## src/rtl/inst_fetch_buffer.sv

```systemverilog
// inst_fetch_buffer: prefetch FIFO of {pc+4, inst} pairs between a multi-cycle imem and IF/ID.
// Define FETCH_BUF_BYPASS_EN to forward an ack straight to the outputs when the FIFO is empty.
module inst_fetch_buffer #(
    parameter int          DEPTH    = 4,
    parameter logic [31:0] RESET_PC = 32'h0000_0000
) (
    input  logic                     clk_i,
    input  logic                     rst_i,
    input  logic                     start_i,
    input  logic                     redirect_i,
    input  logic [31:0]              redirect_pc_i,
    output logic                     imem_req_o,
    output logic [31:0]              imem_addr_o,
    input  logic                     imem_ack_i,
    input  logic [31:0]              imem_data_i,
    output logic                     out_valid_o,
    output logic [31:0]              out_pc4_o,
    output logic [31:0]              out_inst_o,
    input  logic                     out_ready_i,
    output logic [$clog2(DEPTH):0]   count_o
);
    localparam int AW = $clog2(DEPTH);
    localparam int CW = AW + 1;

    typedef enum logic [1:0] {IDLE, REQ, DROP} state_t;

    state_t         state_q, state_d;
    logic [31:0]    fpc_q, fpc_d, addr_q, addr_d, fpc_inc;
    logic [AW-1:0]  wr_ptr_q, rd_ptr_q;
    logic [CW-1:0]  count_q, count_d;
    logic [31:0]    mem_pc4 [DEPTH];
    logic [31:0]    mem_inst [DEPTH];
    logic           ack_req, bypass, push, pop, fifo_valid;

    assign fpc_inc    = fpc_q + 32'd4;
    assign ack_req    = (state_q == REQ) && imem_ack_i;
    assign fifo_valid = count_q != '0;
`ifdef FETCH_BUF_BYPASS_EN
    assign bypass = ack_req && !redirect_i && !fifo_valid;
`else
    assign bypass = 1'b0;
`endif
    // A bypassed word that is accepted immediately never occupies a slot.
    assign push    = ack_req && !redirect_i && !(bypass && out_ready_i);
    assign pop     = fifo_valid && out_ready_i && !redirect_i;
    assign count_d = redirect_i ? '0 : count_q + CW'(push) - CW'(pop);

    always_comb begin
        state_d = state_q;
        fpc_d   = fpc_q;
        case (state_q)
            IDLE: begin
                if (redirect_i) fpc_d = redirect_pc_i;
                if (start_i && (redirect_i || count_q < CW'(DEPTH))) state_d = REQ;
            end
            REQ: begin
                if (redirect_i) begin
                    fpc_d   = redirect_pc_i;
                    state_d = !imem_ack_i ? DROP : start_i ? REQ : IDLE;
                end else if (imem_ack_i) begin
                    fpc_d   = fpc_inc;
                    state_d = (start_i && count_d < CW'(DEPTH)) ? REQ : IDLE;
                end
            end
            DROP: begin
                if (redirect_i) fpc_d = redirect_pc_i;
                if (imem_ack_i) state_d = start_i ? REQ : IDLE;
            end
            default: state_d = IDLE;
        endcase
    end

    // The address only moves when a fresh request starts; a stale one keeps its address.
    assign addr_d = (state_d == REQ && (state_q != REQ || imem_ack_i)) ? fpc_d : addr_q;

    always_ff @(posedge clk_i or negedge rst_i) begin
        if (!rst_i) begin
            state_q  <= IDLE;
            fpc_q    <= RESET_PC;
            addr_q   <= RESET_PC;
            wr_ptr_q <= '0;
            rd_ptr_q <= '0;
            count_q  <= '0;
        end else begin
            state_q  <= state_d;
            fpc_q    <= fpc_d;
            addr_q   <= addr_d;
            wr_ptr_q <= redirect_i ? '0 : wr_ptr_q + AW'(push);
            rd_ptr_q <= redirect_i ? '0 : rd_ptr_q + AW'(pop);
            count_q  <= count_d;
        end
    end

    always_ff @(posedge clk_i) begin
        if (push) begin
            mem_pc4[wr_ptr_q]  <= fpc_inc;
            mem_inst[wr_ptr_q] <= imem_data_i;
        end
    end

    assign imem_req_o  = state_q != IDLE;
    assign imem_addr_o = addr_q;
    assign count_o     = count_q;
    assign out_valid_o = fifo_valid || bypass;
    assign out_pc4_o   = fifo_valid ? mem_pc4[rd_ptr_q] : bypass ? fpc_inc : '0;
    assign out_inst_o  = fifo_valid ? mem_inst[rd_ptr_q] : bypass ? imem_data_i : '0;
endmodule

```

## config.mk

```make
export PLATFORM = sky130hd
export DESIGN_NAME = inst_fetch_buffer
export DESIGN_NICKNAME = d
export VERILOG_FILES = /design/src/rtl/inst_fetch_buffer.sv
export SDC_FILE = /design/constraint.sdc
export NUM_CORES = 1
export LEC_CHECK = 0
export BUFFER_PORTS_ARGS = -buffer_cell sky130_fd_sc_hd__buf_4
export CORE_MARGIN = 2
export CORE_UTILIZATION = 40
export DETAILED_ROUTE_END_ITERATION = 16
export GPL_TIMING_DRIVEN = 0
export PLACE_DENSITY = 0.66
export SYNTH_ARGS = -nofsm -noshare
export SYNTH_HDL_FRONTEND = slang
export SYNTH_SLANG_ARGS = --single-unit
```

## constraint.sdc

```tcl
create_clock -name clk_i -period 7 [get_ports clk_i]
set_input_delay 1.4 -clock clk_i [delete_from_list [all_inputs] [get_ports clk_i]]
set_output_delay 1.4 -clock clk_i [all_outputs]
set_load 0.02 [all_outputs]
```

==> results of run 1 <==
worst max path at each step:
stage / to / slack [ns] / cells after the start
5_1_grt: imem_addr_o[28] / 1.03 / 16
4_1_cts: imem_addr_o[7] / 1.31 / 15
3_3_place_gp: mem_inst[0][5] / -4.00 / 3
3_5_place_dp: imem_addr_o[7] / 0.80 / 15
6_report: imem_addr_o[7] / 1.29 / 15
2_1_floorplan: mem_inst[0][0] / 0.24 / 3
report_power, final:
part | leakage [nW] | internal [mW] | switching (mW)
sequential | 3.17 | 2.37 | 0.124
clock | 0.516 | 1.00 | 0.723
combinational | 2.36 | 0.829 | 1.17
total | 6.05 | 4.21 | 2.02
stage by stage:
stage	worst slack [ns]	TNS (ns)	hold slack, ns	cells	utilization
after floorplan	0.236	0	0.471	881	-
after global placement	-4.00	-386.47	0.493	1505	0.460
after detailed placement	0.799	0	0.496	1516	0.466
after CTS	1.31	0	0.517	1579	0.497
after global routing	1.03	0	0.525	1579	0.497
final	1.29	0	0.509	1579	0.497
placed cells by master, fill, tap and decap left out, drive strengths merged, types with 16 or more instances in the layout:
cell type / count
xnor2: 26
mux2: 24
nor4: 16
nand3: 22
edfxtp: 256
and2: 69
clkbuf: 83
mux4: 64
nand2: 38
nor2: 43
dfrtp: 73
buf: 201
worst max-delay path: cells and delay by family:
kind / cells / cell delay [ns]
buffers and inverters: 7 / 1.86
AO/OA/AOI/OAI: 1 / 1.07
adder cells (fa/ha/maj): 3 / 0.78
multiplexers: 1 / 0.37
AND/OR/NAND/NOR: 2 / 0.35
XOR/XNOR: 1 / 0.24
routing by layer:
layer  vias up  global-route usage  wire (um)
met5         -                   0          0
met2       263               0.296      15900
met4         0              0.0491        651
met1      4268               0.264      15200
met3        48              0.0290       1770
li1       3859                   -          -
state kept, by name (all words and copies together) (netlist names):
name and count:
mem_pc4 128, wr_ptr_q 2, imem_addr_o 32, fpc_q 32
count_o 3, state_q 2, rd_ptr_q 2, mem_inst 128
cell type report:
type / instances / area (um2) / share of cell area
plain buffers: 59 / 244 / 0.0142
multi-input cells: 481 / 4270 / 0.249
clock inverters: 18 / 149 / 0.00868
clock buffers: 45 / 913 / 0.0532
repair buffers: 180 / 1460 / 0.0850
flip-flops and latches: 329 / 9510 / 0.554
well taps: 455 / 569 / 0.0332
inverters: 12 / 45.0 / 0.00262
cells by family after synthesis:
kind of cell / synth area share
buffers and inverters: 0.0206
multiplexers: 0.125
AO/OA/AOI/OAI: 0.0439
XOR/XNOR: 0.0247
flip-flops: 0.678
AND/OR/NAND/NOR: 0.102
adder cells (fa/ha/maj): 0.00588
==> impl_results.md, run 1 <==
- Status: complete, no violations
- Routed via count: 8438
- DR vias/cell: ~5.3
- CP cell instances: buf_4 > clkbuf_1 > clkinv_1 > clkbuf_1 > and3_1 > ha_1 > inv_1 > ha_1 > inv_1 > fa_1 > xnor3_1 > nor2_1 > o31ai_1 > buf_2 > mux2_2
- Fillers: roughly 3k
- RR Startpoint: count_o[1]
- Final Slew Violations: 0
- Post-synth cell types: between 60 and 70
- DR pass1 iterations: 6
- Reg2reg end: imem_addr_o[7]
- Pwr Density: approximately 360 nW/um2
- Worst Reg-to-Reg Cells: 13
- RSZ-0062 raised after global routing: false
- Asr flop ratio synth: 0.222
- H-tree Lvls: 2
- Cell with the most instances after synthesis: edfxtp_1
- CP max stage cell: o31ai_1
- Fin crit share: 0.815
- Cell count after synthesis: just under 900
- First-pass GRT wire length: ~51 mm
- All-Layer GR Usage: 0.185
- PortBufs: ~170
- Final setup vio count: 0
- Required @ worst endpoint: between 7 and 8 ns
- Final antenna diode count: 0
- WHS Path Cells: 1
- Pwr Total: ~6.2 mW
- Clk_lat worst skew: about 0.52 ns
- VDD IR max: 0.229 mV
- Post-CTS Hold Buffers: 0
- Post-DP HPWL: 23.2 mm
- Post-DP Area: around 16000 um2
- Cell type with the highest aggregate area in the netlist: edfxtp_1
- Setup Skew: between 0.01 and 0.015 ns
- I/O Pins: 171
- CTS tree: done
- NumNets Final: 1174
- Max Buffers Root-to-Sink: 3
- Post-synthesis sequential area ratio: 0.678
- Ranking of synthesized cells by area: edfxtp_1, dfrtp_1, mux4_2, and2_1, mux2_2
- P_leak: approximately 6.0 nW
- Share of the synthesized area in the top cell type: 0.548
- Layout cells sized above 1: 0.305
- Area grow syn2layout: 22.2%
- Final WL: between 30 and 40 mm
- Ys flop type: edfxtp_1
- Synth Register Bits: between 300 and 400
- Routed wire per std cell: roughly 21 um
- Worst min path class: reg -> reg
- Startpoint Class: primary input
- Die ar.: ~37000 um2
- Final hold viol count: 0
- Largest net degree at the start of global routing: 74
- Worst path max stage delay: approximately 1.1 ns
- Reg-to-reg slack, setup: between 2 and 2.5 ns
- Root Buffer Master: clkbuf_16
- F_max: 0.175 GHz
- EDFF count, synth: 256
- Chip height: approximately 190 um
- Vias in the first global route: about 8.5k
- Net Count, Synth: about 960
- Die Span X: approximately 190 um
- Initial DRC count: around 580
- Commonest cells post-synth: edfxtp_1, dfrtp_1, and2_1
- Antenna-violating nets left: 0
- Headroom to the max-slew limit: 0.109
- Min Tclk post-route: around 5.7 ns
- Worst Path Class, Setup: in -> reg
- CTS buffer count: 35
- Clock slew seen by the registers of the worst setup and hold paths: around 0.06 ns
- Syn_area_per_cell: about 16 um2
- CP startpoint: redirect_i
- Setup Buffers After CTS: 0
- Critical path arrival: just over 6 ns
- Antenna violations before repair: 0
- CP Capture Type: flop
- Initial Util: 0.406
- CTS resizes: 0
- Synth Cell Area: 14000 um2
- GPL Wtd Cong: approximately 0.91
- Worst hold start: imem_addr_o[9]
- Clock Sinks: between 300 and 400
- Worst slew pin tran: 1.33 ns
- Synthesis Warnings: 0
- Maxcap violations: 0
- Placeable Area: about 35000 um2
- WHS Endpoint: imem_addr_o[9]
- Drt drc: 0
- Rows: 68
- Final instance area: 17200 um2
- CP Max Fanout: 10
- Global route overflow: 0
Power figures use the tool's default switching activity.
==> inputs of run 2 (changes only) <==
--- a/config.mk
+++ b/config.mk
@@ -10,7 +10,7 @@
 export CORE_UTILIZATION = 40
 export DETAILED_ROUTE_END_ITERATION = 16
 export GPL_TIMING_DRIVEN = 0
-export PLACE_DENSITY = 0.66
+export PLACE_DENSITY = 0.69
 export SYNTH_ARGS = -nofsm -noshare
 export SYNTH_HDL_FRONTEND = slang
 export SYNTH_SLANG_ARGS = --single-unit
==> constraint.sdc (replaced) <==
create_clock -name clk_i -period 5.2 [get_ports clk_i]
set_input_delay 1.04 -clock clk_i [delete_from_list [all_inputs] [get_ports clk_i]]
set_output_delay 1.04 -clock clk_i [all_outputs]
set_load 0.02 [all_outputs]
==> run 2 against run 1 <==
Effect of this change:
- clock skew up 0.0060 ns
- wire length down 0.15%
- via count rose by 0.91%
- clock power grew 52%
- register-to-register slack got worse by 1.3 ns
- hold slack improved by 0.0023 ns
==> impl_results.md, run 2 (same netlist as run 1, synthesis figures left out) <==
- Initial DRC count: between 500 and 600
- Startpoint Class: primary input
- Die ar.: approximately 37000 um2
- WHS Path Cells: 1
- DR pass1 iterations: 4
- Final Slew Violations: 0
- Largest net degree at the start of global routing: 74
- Routed wire per std cell: ~21 um
- Worst min path class: reg -> reg
- NumNets Final: around 1.2k
- CP Capture Type: flop
- Worst slew pin tran: roughly 0.99 ns
- Final antenna diode count: 0
- CP max stage cell: o31ai_2
- F_max: about 0.21 GHz
- Vias in the first global route: 8598
- Worst hold start: imem_addr_o[24]
- Fin crit share: 0.916
- RR Startpoint: count_o[2]
- PortBufs: 169
- Worst Path Class, Setup: in -> reg
- CTS buffer count: 36
- Headroom to the max-slew limit: 0.342
- CTS tree: done
- Worst path max stage delay: between 0.5 and 0.6 ns
- Largest registers: mem_inst (128), mem_pc4 (128)
- Worst Setup Slack post-DPL: -0.404 ns
- Most frequent cells in the layout: edfxtp_1, buf_4, dfrtp_1, and2_1, mux4_2
- Placeable Area: around 35000 um2
- Root Buffer Master: clkbuf_16
- Worst Reg-to-Reg Cells: 14
- Area grow syn2layout: 23.7%
- WHS Endpoint: imem_addr_o[24]
- CP Max Fanout: 10
- Final hold viol count: 0
- CP delay by family, top: buffers and inverters
- P_leak: around 6.1 nW
- VDD IR max: 0.257 mV
- Status: complete, no violations
- Post-CTS Hold Buffers: 0
- Drt drc: 0
- Pwr Total: 8.69 mW
- Chip height: approximately 190 um
- First-pass GRT wire length: 51.2 mm
- H-tree Lvls: 2
- Maxcap violations: 0
- All-Layer GR Usage: 0.185
- Setup TNS Final: 0 ns
- Setup ws final: about 0.44 ns
- GPL Wtd Cong: 0.913
- Pwr Density: between 500 and 600 nW/um2
- Antenna-violating nets left: 0
- Setup Buffers After CTS: 0
- Setup Skew: ~0.017 ns
- Initial Util: 0.406
- Routed via count: around 8.5k
- Antenna violations before repair: 0
- Post-DP HPWL: between 20 and 25 mm
- RSZ-0062 raised after global routing: false
- I/O Pins: between 150 and 200
- Max Buffers Root-to-Sink: 3
- Final setup vio count: 0
- Critical path's most frequent cell: clkbuf_1
- Clk_lat worst skew: about 0.52 ns
- Reg2reg end: imem_addr_o[23]
- Final WL: ~34 mm
- Layout cells sized above 1: 0.311
- Rows: 68
- CP cell instances: buf_4 > clkbuf_1 > clkinv_1 > clkbuf_1 > and3_1 > ha_1 > inv_1 > ha_1 > inv_1 > fa_1 > xnor3_1 > nor2_1 > o31ai_2 > clkbuf_1 > nor2_1 > a31oi_1
- Clock slew seen by the registers of the worst setup and hold paths: ~0.06 ns
- DR vias/cell: around 5.4
- Critical path arrival: about 5.2 ns
- Clock Sinks: around 330
- Min Tclk post-route: ~4.8 ns
- Reg-to-reg slack, setup: roughly 0.84 ns
- Worst path bufs/invs: 7
- Commonest non-fill, non-tap cell in the layout: edfxtp_1
- Die Span X: approximately 190 um
- Required @ worst endpoint: 5.63 ns
- Global route overflow: 0
-- run 2: changes by cell type in the layout (fill, tap and decap cells not counted), moves of 3 or more --
cell       delta
clkbuf_1      -4
buf_6         -6
clkinv_4      +3
bufinv_16     +4
-- run 2: per-stage QoR --
step                      hold WS, ns  cell area (um2)  utilization  cells
after floorplan                 0.471            14000            -    881
final                           0.511            17400        0.503   1580
after global routing            0.531            17400        0.503   1580
after CTS                       0.516            17400        0.502   1580
after global placement          0.495            15900        0.460   1505
after detailed placement        0.489            16100        0.467   1515
-- run 2: what timing repair did --
item	in CTS	in global routing
endpoints found under the setup margin	0	25
endpoints found under the hold margin	0	0
resized for setup	0	1
-- run 2: worst max-delay path by stage --
stage          startpoint         endpoint  depth (start not counted)  slack [ns]
2_1_floorplan  imem_ack_i   mem_inst[1][0]                          5        0.34
3_5_place_dp   redirect_i   imem_addr_o[8]                         15       -0.40
4_1_cts        redirect_i   imem_addr_o[8]                         15        0.15
5_1_grt        redirect_i  imem_addr_o[25]                         16        0.05
3_3_place_gp   imem_ack_i   mem_inst[2][7]                          5       -2.52
6_report       redirect_i  imem_addr_o[23]                         16        0.44
-- run 2: metal layers --
layer,global-route usage,wire length [um]
met5,0,0
met4,0.0500,702
met3,0.0330,2150
met2,0.292,15600
met1,0.264,15100
-- run 2: power breakdown --
group / total, mW / switching [mW] / internal, mW
clock: 2.61 / 1.02 / 1.60
sequential: 3.36 / 0.165 / 3.20
combinational: 2.72 / 1.59 / 1.13
-- run 2: layout make-up --
class | count | area, um2
inverter | 12 | 45.0
clock inverter | 22 | 288
multi-input combinational | 481 | 4280
sequential | 329 | 9510
clock buffer | 43 | 937
tap | 455 | 569
buffer | 59 | 244
timing repair buffer | 179 | 1490
fill | 2977 | 17200
==> inputs of run 3 (changes only) <==
--- a/config.mk
+++ b/config.mk
@@ -10,7 +10,7 @@
 export CORE_UTILIZATION = 40
 export DETAILED_ROUTE_END_ITERATION = 16
 export GPL_TIMING_DRIVEN = 0
-export PLACE_DENSITY = 0.69
+export PLACE_DENSITY = 0.62
 export SYNTH_ARGS = -nofsm -noshare
 export SYNTH_HDL_FRONTEND = slang
 export SYNTH_SLANG_ARGS = --single-unit
==> run 3 against run 2 <==
Effect of this change:
- non-clock buffer count decreased by 1
- worst setup slack got worse by 0.022 ns
- largest cell class unchanged
- via count is 0.35% lower
- final cell count down 0.25%
==> impl_results.md, run 3 (same netlist as run 1, synthesis figures left out) <==
- Status: complete, no violations
- NumNets Final: around 1.2k
- CP Capture Type: flop
- Maxcap violations: 0
- Largest registers: mem_inst (128), mem_pc4 (128)
- Required @ worst endpoint: about 5.6 ns
- CTS buffer count: 36
- RSZ-0062 raised after global routing: false
- VDD IR max: 0.254 mV
- Die Span X: roughly 190 um
- CTS tree: done
- Worst Path Class, Setup: in -> reg
- I/O Pins: roughly 170
- Final antenna diode count: 0
- Antenna violations before repair: 0
- Layout cells sized above 1: 0.316
- GPL Wtd Cong: about 0.88
- Headroom to the max-slew limit: 0.311
- Clk_lat worst skew: 0.51 ns
- Pwr Total: about 8.6 mW
- Area grow syn2layout: 23.2%
- Setup TNS Final: 0 ns
- Final WL: roughly 34 mm
- CP Max Fanout: 10
- Post-DP HPWL: about 23 mm
- Worst slew pin tran: 1.03 ns
- First-pass GRT wire length: roughly 50 mm
- Setup Skew: around 0.014 ns
- Startpoint Class: primary input
- H-tree Lvls: 2
- Root Buffer Master: clkbuf_16
- DR pass1 iterations: 5
- Routed via count: roughly 8.5k
- Clock Sinks: 329
- Antenna-violating nets left: 0
- Pwr Density: 497 nW/um2
- Final Slew Violations: 0
- Worst min path class: reg -> reg
- Placeable Area: about 35000 um2
- Fin crit share: 0.920
- Max Buffers Root-to-Sink: 3
- Final instance area: 17300 um2
- DR vias/cell: about 5.4
- Critical path arrival: approximately 5.2 ns
- Chip height: 191 um
- Post-DP Area: about 16000 um2
- Clock slew seen by the registers of the worst setup and hold paths: approximately 0.070 ns
- Initial DRC count: roughly 590
- Largest net degree at the start of global routing: 74
- All-Layer GR Usage: 0.184
- Drt drc: 0
- Initial Util: 0.406
- Most frequent cells in the layout: edfxtp_1, buf_4, dfrtp_1, and2_1, mux4_2
- Min Tclk post-route: between 4 and 5 ns
- Rows: 68
- F_max: 0.209 GHz
- PortBufs: approximately 170
- Global route overflow: 0
- Routed wire per std cell: roughly 21 um
- Commonest non-fill, non-tap cell in the layout: edfxtp_1
- Vias in the first global route: ~8.5k
- Final setup vio count: 0
- Final hold viol count: 0
- P_leak: 6.11 nW
- Die ar.: around 37000 um2
- Worst-case hold slack: between 0.5 and 0.6 ns
run 3: changes by cell type in the layout (fill, tap and decap cells not counted), moves of 2 or more:
cell,previous run,this run
clkbuf_1,43,37
clkbuf_4,0,2
clkinv_1,8,6
clkbuf_16,36,38
clkinv_2,2,9
bufinv_16,6,4
clkinv_4,4,0
run 3: path summary, 6_finish.rpt:
| kind | cells after the start | slack (ns) | from | end |
|---|---|---|---|---|
| setup / recovery | 15 | 0.42 | redirect_i | imem_addr_o[8] |
| hold / removal | 2 | 0.50 | imem_addr_o[27] | imem_addr_o[27] |
| setup reg to reg | 13 | 0.87 | count_o[2] | imem_addr_o[8] |
| hold reg to reg | 2 | 0.50 | imem_addr_o[27] | imem_addr_o[27] |
| max in group asynchronous | 1 | 3.86 | rst_i | count_o[0] |
| min in group asynchronous | 1 | 0.69 | rst_i | imem_addr_o[20] |
run 3: routing by layer:
layer	global-route usage	routed length, um	up-vias
met5	0	0	-
met4	0.0515	703	0
met3	0.0270	1800	54
met2	0.296	16000	298
met1	0.262	15100	4272
li1	-	-	3861
run 3: report_power, final:
group	total (mW)	leakage [nW]	internal (mW)	switching (mW)
sequential	3.36	3.17	3.20	0.166
combinational	2.69	2.35	1.12	1.57
clock	2.54	0.587	1.54	1.01
run 3: cell type report:
class / count / area (um2)
flip-flops and latches: 329 / 9510
clock buffers: 40 / 966
fillers: 2966 / 17200
well taps: 455 / 569
plain buffers: 59 / 244
multi-input cells: 481 / 4280
clock inverters: 22 / 223
repair buffers: 178 / 1460
inverters: 12 / 45.0
run 3: what timing repair did:
action | CTS | global route
endpoints found under the setup margin | 0 | 25
setup buffers | 0 | 0
hold buffers | 0 | 0
gates resized for setup | 0 | 1
run 3: stage by stage:
stage / setup slack [ns] / utilization / instances
floorplan: 0.338 / - / 881
global placement: -2.57 / 0.460 / 1505
detailed placement: -0.424 / 0.466 / 1514
CTS: 0.0633 / 0.501 / 1576
global route: 0.0740 / 0.501 / 1576
finish: 0.415 / 0.501 / 1576
run 3: critical path, cell delays in order:
cell and delay [ns]:
buf_4 0.14, clkbuf_1 0.34, clkinv_1 0.39, clkbuf_1 0.39, and3_1 0.27, ha_1 0.29
inv_1 0.06, ha_1 0.13, inv_1 0.05, fa_1 0.36, xnor3_1 0.29, nor2_1 0.11
o31ai_2 0.56, buf_2 0.38, mux2_2 0.37
